`config.mk`:
```
export PLATFORM = sky130hd
export DESIGN_NAME = tio_clock_freq_mon_flat
export DESIGN_NICKNAME = d
export VERILOG_FILES = /design/src/rtl/tio_clock_freq_mon_if.sv /design/src/rtl/tio_clock_freq_mon.sv /design/src/flat_wrapper.sv
export SDC_FILE = /design/constraint.sdc
export NUM_CORES = 2
export LEC_CHECK = 0
export BUFFER_PORTS_ARGS = -buffer_cell sky130_fd_sc_hd__buf_2
export CORE_MARGIN = 1
export CORE_UTILIZATION = 41
export DETAILED_ROUTE_END_ITERATION = 6
export GPL_TIMING_DRIVEN = 0
export PLACE_DENSITY = 0.67
export SLEW_MARGIN = 5
export SYNTH_ARGS = -nofsm -noshare
export SYNTH_HDL_FRONTEND = slang
export SYNTH_SLANG_ARGS = --single-unit
```
`constraint.sdc`:
```
create_clock -name wb_clk_i -period 17.11 [get_ports wb_clk_i]
set_input_delay 0.8555 -clock wb_clk_i [delete_from_list [all_inputs] [get_ports wb_clk_i]]
set_output_delay 0.8555 -clock wb_clk_i [all_outputs]
set_load 0.01 [all_outputs]
```
`src/rtl/tio_clock_freq_mon_if.sv`:
```
// WISHBONE target bus for the clock frequency monitor.
// Signal names keep the target-side _i/_o suffixes so they line up with the register bank.
interface tio_clock_freq_mon_if;
    logic        wb_cyc_i;
    logic        wb_stb_i;
    logic        wb_we_i;
    logic [9:0]  wb_adr_i;
    logic [31:0] wb_dat_i;
    logic [3:0]  wb_sel_i;
    logic [31:0] wb_dat_o;
    logic        wb_ack_o;
    logic        wb_err_o;
    logic        wb_rty_o;

    modport master (
        output wb_cyc_i, wb_stb_i, wb_we_i, wb_adr_i, wb_dat_i, wb_sel_i,
        input  wb_dat_o, wb_ack_o, wb_err_o, wb_rty_o
    );

    modport slave (
        input  wb_cyc_i, wb_stb_i, wb_we_i, wb_adr_i, wb_dat_i, wb_sel_i,
        output wb_dat_o, wb_ack_o, wb_err_o, wb_rty_o
    );
endinterface

```
`src/rtl/tio_clock_freq_mon.sv`:
```
// Multi-channel clock frequency monitor: counts synchronised toggle edges per gate interval,
// checks each count against a window and raises maskable sticky alarms via a WISHBONE target.
module tio_clock_freq_mon #(
    parameter int                NUM_CLOCKS   = 8,
    parameter int                COUNT_W      = 16,
    parameter int                GATE_W       = 24,
    parameter logic [GATE_W-1:0] DEFAULT_GATE = 24'd1000000,
    parameter logic [15:0]       RUN_MIN      = 16'd2
) (
    input  logic                  wb_clk_i,
    input  logic                  wb_rst_i,
    tio_clock_freq_mon_if.slave   wb,
    input  logic [NUM_CLOCKS-1:0] clk_tog_i,
    output logic [NUM_CLOCKS-1:0] clk_running_o,
    output logic                  alarm_o
);

    localparam logic [COUNT_W-1:0] CNT_MAX  = '1;
    localparam logic [COUNT_W-1:0] CNT_ONE  = COUNT_W'(1);
    localparam logic [GATE_W-1:0]  GATE_MIN = GATE_W'(4);
    localparam logic [GATE_W-1:0]  GATE_ONE = GATE_W'(1);
    localparam logic [31:0]        WIN_RST  = 32'hFFFF_0000;

    localparam logic [7:0] W_GATE   = 8'h80;
    localparam logic [7:0] W_STICKY = 8'h81;
    localparam logic [7:0] W_STATUS = 8'h82;
    localparam logic [7:0] W_MASK   = 8'h83;

    logic [NUM_CLOCKS-1:0] tog_s1;
    logic [NUM_CLOCKS-1:0] tog_s2;
    logic [NUM_CLOCKS-1:0] tog_prev;
    logic [NUM_CLOCKS-1:0] tog_edge;

    logic [COUNT_W-1:0] acc_q     [NUM_CLOCKS];
    logic [COUNT_W-1:0] count_q   [NUM_CLOCKS];
    logic [COUNT_W-1:0] latch_val [NUM_CLOCKS];
    logic [31:0]        win_q     [NUM_CLOCKS];

    logic [NUM_CLOCKS-1:0] running_q;
    logic [NUM_CLOCKS-1:0] run_now;
    logic [NUM_CLOCKS-1:0] win_bad;
    logic [NUM_CLOCKS-1:0] sticky_q;
    logic [NUM_CLOCKS-1:0] sticky_set;
    logic [NUM_CLOCKS-1:0] sticky_clr;
    logic [NUM_CLOCKS-1:0] mask_q;
    logic                  valid_q;

    logic [GATE_W-1:0] gate_q;
    logic [GATE_W-1:0] gate_cnt_q;
    logic [GATE_W-1:0] gate_new;
    logic              terminal;

    logic                  ack_q;
    logic [7:0]            word;
    logic                  wr_en;
    logic                  wr_gate;
    logic                  wr_sticky;
    logic                  wr_mask;
    logic [NUM_CLOCKS-1:0] wr_win;
    logic [31:0]           gate_ext;
    logic [31:0]           gate_merged;
    logic [31:0]           mask_ext;
    logic [31:0]           mask_merged;
    logic [31:0]           clr_merged;
    logic [31:0]           rd_data;
    logic                  unused_bits;

    function automatic logic [31:0] byte_merge(input logic [31:0] old_v,
                                               input logic [31:0] new_v,
                                               input logic [3:0]  sel);
        logic [31:0] r;
        for (int b = 0; b < 4; b++) begin
            r[b*8 +: 8] = sel[b] ? new_v[b*8 +: 8] : old_v[b*8 +: 8];
        end
        return r;
    endfunction

    // Two-stage synchroniser plus a history register; any change of the synced level is an edge.
    always_ff @(posedge wb_clk_i or posedge wb_rst_i) begin
        if (wb_rst_i) begin
            tog_s1   <= '0;
            tog_s2   <= '0;
            tog_prev <= '0;
        end else begin
            tog_s1   <= clk_tog_i;
            tog_s2   <= tog_s1;
            tog_prev <= tog_s2;
        end
    end

    assign tog_edge = tog_s2 ^ tog_prev;

    // Bus decode; writes land in the cycle the ack is visible.
    assign word      = wb.wb_adr_i[9:2];
    assign wr_en     = wb.wb_cyc_i & wb.wb_stb_i & wb.wb_we_i & ack_q;
    assign wr_gate   = wr_en && (word == W_GATE);
    assign wr_sticky = wr_en && (word == W_STICKY);
    assign wr_mask   = wr_en && (word == W_MASK);

    always_comb begin
        wr_win = '0;
        for (int n = 0; n < NUM_CLOCKS; n++) begin
            wr_win[n] = wr_en && (word[7:6] == 2'b01) && (word[5:0] == 6'(n));
        end
    end

    always_comb begin
        gate_ext                 = '0;
        gate_ext[GATE_W-1:0]     = gate_q;
        mask_ext                 = '0;
        mask_ext[NUM_CLOCKS-1:0] = mask_q;
        gate_merged = byte_merge(gate_ext, wb.wb_dat_i, wb.wb_sel_i);
        mask_merged = byte_merge(mask_ext, wb.wb_dat_i, wb.wb_sel_i);
        clr_merged  = byte_merge(32'h0, wb.wb_dat_i, wb.wb_sel_i);
        gate_new    = (gate_merged[GATE_W-1:0] < GATE_MIN) ? GATE_MIN : gate_merged[GATE_W-1:0];
        sticky_clr  = wr_sticky ? clr_merged[NUM_CLOCKS-1:0] : '0;
    end

    assign terminal = (gate_cnt_q == '0);

    // Per-channel value that would be latched this cycle, and its window/running verdicts.
    always_comb begin
        logic [15:0] lv16;
        for (int n = 0; n < NUM_CLOCKS; n++) begin
            latch_val[n] = acc_q[n];
            if (tog_edge[n] && (acc_q[n] != CNT_MAX)) begin
                latch_val[n] = acc_q[n] + CNT_ONE;
            end
            lv16                = '0;
            lv16[COUNT_W-1:0]   = latch_val[n];
            win_bad[n]          = (lv16 < win_q[n][15:0]) || (lv16 > win_q[n][31:16]);
            run_now[n]          = (lv16 >= RUN_MIN);
        end
    end

    // A gate write discards the current interval, so it also blocks any alarm this cycle.
    assign sticky_set = (terminal && valid_q && !wr_gate) ? win_bad : '0;

    always_ff @(posedge wb_clk_i or posedge wb_rst_i) begin
        if (wb_rst_i) begin
            gate_q     <= DEFAULT_GATE;
            gate_cnt_q <= DEFAULT_GATE - GATE_ONE;
            valid_q    <= 1'b0;
        end else if (wr_gate) begin
            gate_q     <= gate_new;
            gate_cnt_q <= gate_new - GATE_ONE;
            valid_q    <= 1'b0;
        end else if (terminal) begin
            gate_cnt_q <= gate_q - GATE_ONE;
            valid_q    <= 1'b1;
        end else begin
            gate_cnt_q <= gate_cnt_q - GATE_ONE;
        end
    end

    always_ff @(posedge wb_clk_i or posedge wb_rst_i) begin
        if (wb_rst_i) begin
            running_q <= '0;
            for (int n = 0; n < NUM_CLOCKS; n++) begin
                acc_q[n]   <= '0;
                count_q[n] <= '0;
                win_q[n]   <= WIN_RST;
            end
        end else begin
            for (int n = 0; n < NUM_CLOCKS; n++) begin
                if (wr_gate) begin
                    acc_q[n] <= '0;
                end else if (terminal) begin
                    acc_q[n]     <= '0;
                    count_q[n]   <= latch_val[n];
                    running_q[n] <= run_now[n];
                end else begin
                    acc_q[n] <= latch_val[n];
                end
                if (wr_win[n]) begin
                    win_q[n] <= byte_merge(win_q[n], wb.wb_dat_i, wb.wb_sel_i);
                end
            end
        end
    end

    // Set beats clear when both hit the same bit.
    always_ff @(posedge wb_clk_i or posedge wb_rst_i) begin
        if (wb_rst_i) begin
            sticky_q <= '0;
            mask_q   <= '0;
        end else begin
            sticky_q <= (sticky_q & ~sticky_clr) | sticky_set;
            if (wr_mask) begin
                mask_q <= mask_merged[NUM_CLOCKS-1:0];
            end
        end
    end

    always_ff @(posedge wb_clk_i or posedge wb_rst_i) begin
        if (wb_rst_i) begin
            ack_q <= 1'b0;
        end else begin
            ack_q <= wb.wb_cyc_i & wb.wb_stb_i & ~ack_q;
        end
    end

    always_comb begin
        rd_data = '0;
        if (word[7:6] == 2'b00) begin
            for (int n = 0; n < NUM_CLOCKS; n++) begin
                if (word[5:0] == 6'(n)) rd_data[COUNT_W-1:0] = count_q[n];
            end
        end else if (word[7:6] == 2'b01) begin
            for (int n = 0; n < NUM_CLOCKS; n++) begin
                if (word[5:0] == 6'(n)) rd_data = win_q[n];
            end
        end else begin
            case (word)
                W_GATE:   rd_data[GATE_W-1:0]     = gate_q;
                W_STICKY: rd_data[NUM_CLOCKS-1:0] = sticky_q;
                W_STATUS: begin
                    rd_data[NUM_CLOCKS-1:0] = running_q;
                    rd_data[31]             = valid_q;
                end
                W_MASK:   rd_data[NUM_CLOCKS-1:0] = mask_q;
                default:  rd_data = '0;
            endcase
        end
    end

    assign wb.wb_dat_o   = rd_data;
    assign wb.wb_ack_o   = ack_q;
    assign wb.wb_err_o   = 1'b0;
    assign wb.wb_rty_o   = 1'b0;
    assign clk_running_o = running_q;
    assign alarm_o       = |(sticky_q & mask_q);

    assign unused_bits = ^{wb.wb_adr_i[1:0], gate_merged, mask_merged, clr_merged};

endmodule

```
`src/flat_wrapper.sv`:
```
// flat-port wrapper written by rule: the top's interface ports become plain ports
module tio_clock_freq_mon_flat 
#(
    parameter int                NUM_CLOCKS   = 8,
    parameter int                COUNT_W      = 16,
    parameter int                GATE_W       = 24,
    parameter logic [GATE_W-1:0] DEFAULT_GATE = 24'd1000000,
    parameter logic [15:0]       RUN_MIN      = 16'd2
)
  (wb_clk_i, wb_rst_i, clk_tog_i, clk_running_o, alarm_o, wb_wb_cyc_i, wb_wb_stb_i, wb_wb_we_i, wb_wb_adr_i, wb_wb_dat_i, wb_wb_sel_i, wb_wb_dat_o, wb_wb_ack_o, wb_wb_err_o, wb_wb_rty_o);
  tio_clock_freq_mon_if wb_i ();
  input  logic wb_clk_i;
  input  logic wb_rst_i;
  input  logic [NUM_CLOCKS-1:0] clk_tog_i;
  output logic [NUM_CLOCKS-1:0] clk_running_o;
  output logic alarm_o;
  input wire logic [$bits(wb_i.wb_cyc_i)-1:0] wb_wb_cyc_i;
  input wire logic [$bits(wb_i.wb_stb_i)-1:0] wb_wb_stb_i;
  input wire logic [$bits(wb_i.wb_we_i)-1:0] wb_wb_we_i;
  input wire logic [$bits(wb_i.wb_adr_i)-1:0] wb_wb_adr_i;
  input wire logic [$bits(wb_i.wb_dat_i)-1:0] wb_wb_dat_i;
  input wire logic [$bits(wb_i.wb_sel_i)-1:0] wb_wb_sel_i;
  output wire logic [$bits(wb_i.wb_dat_o)-1:0] wb_wb_dat_o;
  output wire logic [$bits(wb_i.wb_ack_o)-1:0] wb_wb_ack_o;
  output wire logic [$bits(wb_i.wb_err_o)-1:0] wb_wb_err_o;
  output wire logic [$bits(wb_i.wb_rty_o)-1:0] wb_wb_rty_o;
  assign wb_i.wb_cyc_i = wb_wb_cyc_i;
  assign wb_i.wb_stb_i = wb_wb_stb_i;
  assign wb_i.wb_we_i = wb_wb_we_i;
  assign wb_i.wb_adr_i = wb_wb_adr_i;
  assign wb_i.wb_dat_i = wb_wb_dat_i;
  assign wb_i.wb_sel_i = wb_wb_sel_i;
  assign wb_wb_dat_o = wb_i.wb_dat_o;
  assign wb_wb_ack_o = wb_i.wb_ack_o;
  assign wb_wb_err_o = wb_i.wb_err_o;
  assign wb_wb_rty_o = wb_i.wb_rty_o;
  tio_clock_freq_mon #(.NUM_CLOCKS(NUM_CLOCKS), .COUNT_W(COUNT_W), .GATE_W(GATE_W), .DEFAULT_GATE(DEFAULT_GATE), .RUN_MIN(RUN_MIN)) u_core (.wb_clk_i(wb_clk_i), .wb_rst_i(wb_rst_i), .wb(wb_i), .clk_tog_i(clk_tog_i), .clk_running_o(clk_running_o), .alarm_o(alarm_o));
endmodule
```
==> results_dict.tcl <==
set metrics [dict create \
    status "complete, but fails checks" \
    violations "design-rule violations, max-capacitance violations, max-slew violations" \
    seq_area_frac_synth_pct 44.10 \
    clkSlewWorstSetupHoldPaths_ns 0.06 \
    floorplan.die.height_um 294.3 \
    core-area_um2 84090 \
    critPathMaxFanout 10 \
    synthXorXnorAreaFrac_pct 3.576 \
    rr_worst_depth 15 \
    yosys.area_share.simple_pct 13.72 \
    maxSlewViolCount 11 \
    synth.avg_cell_area_um2 9.876 \
    fmax_ghz 0.1560 \
    syn_area_um2 35030 \
    relSlewSlack_pct -1.352 \
    grt_usage_pct 35.74 \
    grt_max_degree 42 \
    synth-seq-cells 610 \
    num_rows 106 \
    crit_slowest_cell "clkbuf_1" \
    hold_viol 0 \
    cp_common_cell "clkbuf_1" \
    path_buf_inv 6 \
    rsz0062_at_grt "no" \
    worstSkewPairLatency_ns 0.66 \
    hold_depth 1 \
    crit-reg2reg-launch "u_core.acc_q[55]$_DFF_PP0_" \
    finalCritPeriodShare_pct 37.47 \
    slowest_delay_ns 0.91 \
    p_leak_uw 0.01830 \
    cts-root-buf "clkbuf_16" \
    place_hpwl_um 122100 \
    setup_viol_count_final 0 \
    cts_buffers 73 \
    start_kind "primary input" \
    worst_pin_slew_ns 1.520 \
    drive_above_1_share_pct 18.72 \
    vias 30250 \
    fin_tns_setup_ns 0 \
    cp_cell_sequence "buf_2 > buf_1 > clkbuf_1 > clkbuf_1 > clkbuf_1 > o21ai_0 > a22oi_1 > o21ai_0 > a22o_1 > buf_2" \
    synth-compound-area-share_pct 13.16 \
    area_delta_synth_final_pct 13.63 \
    cts_sinks 610 \
    yosys.area_share.adder_pct 9.180 \
    critPathTopFamily "buffers and inverters" \
    cts_buffer_depth 3 \
    drv_cap 1 \
    powerDensity_nw_per_um2 107.1 \
    place_ws_ns 10.73 \
    vdd_drop_max_v 0.00007616 \
    fp.dieW_um 294.3 \
    grt-ovfl-total 0 \
    final_antenna_net_count 0 \
    critPathKind "primary input to output port" \
    ys_types 80 \
    syn_inst 3547 \
    start_util_pct 41.66 \
    yosys_warnings 0 \
    critPathLaunch "wb_wb_adr_i[2]" \
    grt_pass1_wl_um 216300 \
    antenna_found_initial 14 \
    hold_buffers 0 \
    hold_path_class "primary input to flop" \
    fin_crit_ns 6.412 \
    critPathRequiredTime_ns 16.25 \
    first_global_vias 28970 \
    post_cts_buffers 0 \
    wl_per_cell_um 31.26 \
    nFillCells 8105 \
    tritoncts "yes" \
    via_per_inst 6.138 \
    endpoint_kind "output port" \
    synth_edf_count 0 \
    hold_start "clk_tog_i[1]" \
    r2r-end "u_core.sticky_q[4]$_DFF_PP0_" \
    cts.repair.resized 0 \
    cp.arrival_ns 5.56 \
    die_area_um2 86610 \
    fin_ws_ns 10.70 \
    firstDrtPassIters 7 \
    min_to "u_core.tog_s1[1]$_DFF_PP0_" \
    postSynth.asyncResetShare_pct 100.0 \
    drt_wl_total_um 154000 \
    fin_worst_skew_ns 0.03015 \
    drtIter0Drc 3826 \
    synth.area.mux_share_pct 10.55 \
    drc 7 \
    synth_top_family_by_area "simple AND/OR/NAND/NOR gates" \
    synthFlopType "dfrtp_1" \
    io_buffers 88 \
    ios 103 \
    regToRegSetupSlack_ns 12.14 \
    nets 4045 \
    gp_congestion 1.094 \
    cts.htree.levels 3 \
]
## area by class of cell
| cell class | count | area [um^2] | share of cell area (%) |
|---|---|---|---|
| Multi-Input combinational cell | 2416 | 17600 | 44.21 |
| Sequential cell | 610 | 15450 | 38.81 |
| Clock buffer | 108 | 2182 | 5.482 |
| Tap cell | 1134 | 1419 | 3.565 |
| Inverter | 376 | 1415 | 3.555 |
| Timing Repair Buffer | 106 | 792.0 | 1.990 |
| Buffer | 146 | 594.3 | 1.493 |
| Clock inverter | 26 | 342.8 | 0.8613 |
| Antenna cell | 6 | 15.01 | 0.03772 |
## cells in the mapped netlist (17+ instances only)
cell type  instances  share of area [%]
a21o_1            75                1.6
and3_1            38               0.68
mux2_2           259                8.3
ha_1             257                9.2
nand2_1          314                3.4
mux2i_1           26               0.74
nand3_1           82                1.2
nor4_1            32               0.57
inv_1            376                4.0
nor2_1           265                2.8
o22ai_1           17               0.30
buf_1             20               0.21
xor2_1            68                1.7
a22oi_1           81                1.7
mux4_2            23                1.5
dfrtp_1          463                 33
o21ai_0          232                3.3
nand4_1          107                1.9
buf_2             17               0.24
and4_1            19               0.48
nor3_1            42               0.60
a22o_1            22               0.55
xnor2_1           75                1.9
clkbuf_1         103                1.1
nor2b_1           30               0.54
a31oi_1           20               0.36
a221oi_1          29               0.73
o21a_1            18               0.39
a21oi_1           98                1.4
dfstp_2          147                 11
## cells by family (layout without fill, tap and decap cells)
family                   after synthesis  after routing
AND/OR/NAND/NOR                     1002           1002
flip-flops                           610            610
AO/OA/AOI/OAI                        704            704
multiplexers                         308            308
buffers and inverters                522            762
adder cells (fa/ha/maj)              257            257
other                                  1              8
XOR/XNOR                             143            143
## flip-flops by register name (all words and copies together) (netlist names)
signal,count
u_core.win_q,256
u_core.acc_q,128
u_core.count_q,128
u_core.gate_cnt_q,24
u_core.gate_q,24
u_core.clk_running_o,8
u_core.mask_q,8
u_core.sticky_q,8
u_core.tog_prev,8
u_core.tog_s1,8
u_core.tog_s2,8
u_core.valid_q,1
u_core.wb.wb_ack_o,1
## cells in the final DEF (no fill, tap or decap), drive strengths merged, types with 8 or more instances in the layout
cell type,count
a211oi,12
a21o,75
a21oi,98
a221o,11
a221oi,31
a222oi,13
a22o,22
a22oi,81
a31oi,20
and2,14
and3,38
and4,20
buf,148
clkbuf,212
clkinv,12
dfrtp,463
dfstp,147
ha,257
inv,379
mux2,259
mux2i,26
mux4,23
nand2,314
nand2b,13
nand3,84
nand4,108
nor2,265
nor2b,30
nor3,45
nor3b,9
nor4,34
o211ai,14
o21a,18
o21ai,240
o22ai,17
or3,8
or4,8
xnor2,75
xor2,68
## routing by layer
metal / GRT usage [%] / routed length [um] / part of all wire (%) / vias up
li1: - / - / - / 12950
met1: 48.30 / 63150 / 41 / 15170
met2: 51.50 / 64530 / 42 / 1685
met3: 9.373 / 15810 / 10 / 429
met4: 20.62 / 10390 / 6.7 / 16
met5: 0 / 144 / 0.093 / -
## through the flow
step           instance area, um^2  total power (uW)  std cells  hold WS, ns  util (%)
4_1_cts                      39790              4259       4922       0.2844     47.32
5_1_grt                      39790              4459       4922       0.2917     47.32
3_5_place_dp                 37260              2608       4788       0.3347     44.32
6_report                     39800              4265       4928       0.3039     47.34
2_1_floorplan                35040              2300       3548       0.3312         -
3_3_place_gp                 36900              2581       4770       0.3318     43.88
## how the worst max path moves through the flow
stage                                      endpoint  cells past startpoint
floorplan                 u_core.acc_q[0]$_DFF_PP0_                      1
CTS                                  wb_wb_dat_o[8]                     11
finish                              wb_wb_dat_o[23]                     10
global route                        wb_wb_dat_o[15]                     11
global placement    u_core.gate_cnt_q[12]$_DFF_PP0_                      2
detailed placement                   wb_wb_dat_o[8]                     11
## power breakdown
part	switching [uW]	internal [uW]	total, uW
sequential	83.9	1530	1610
combinational	610	385	994
clock	675	981	1660
## worst reg2reg max path, stage by stage, from the launching register on
cell       delay, ns
dfrtp_1         0.42
nand4_1         0.26
or4_1           0.65
nor2b_1         0.19
nand4_1         0.20
nor4_1          0.10
xnor2_1         0.98
inv_1           0.18
ha_1            0.36
nand2_1         0.07
or3_1           0.45
nor2_1          0.30
a2111oi_0       0.11
o21ai_0         0.23
o21ai_0         0.13
a211o_1         0.24
Power figures use the tool's default switching activity.
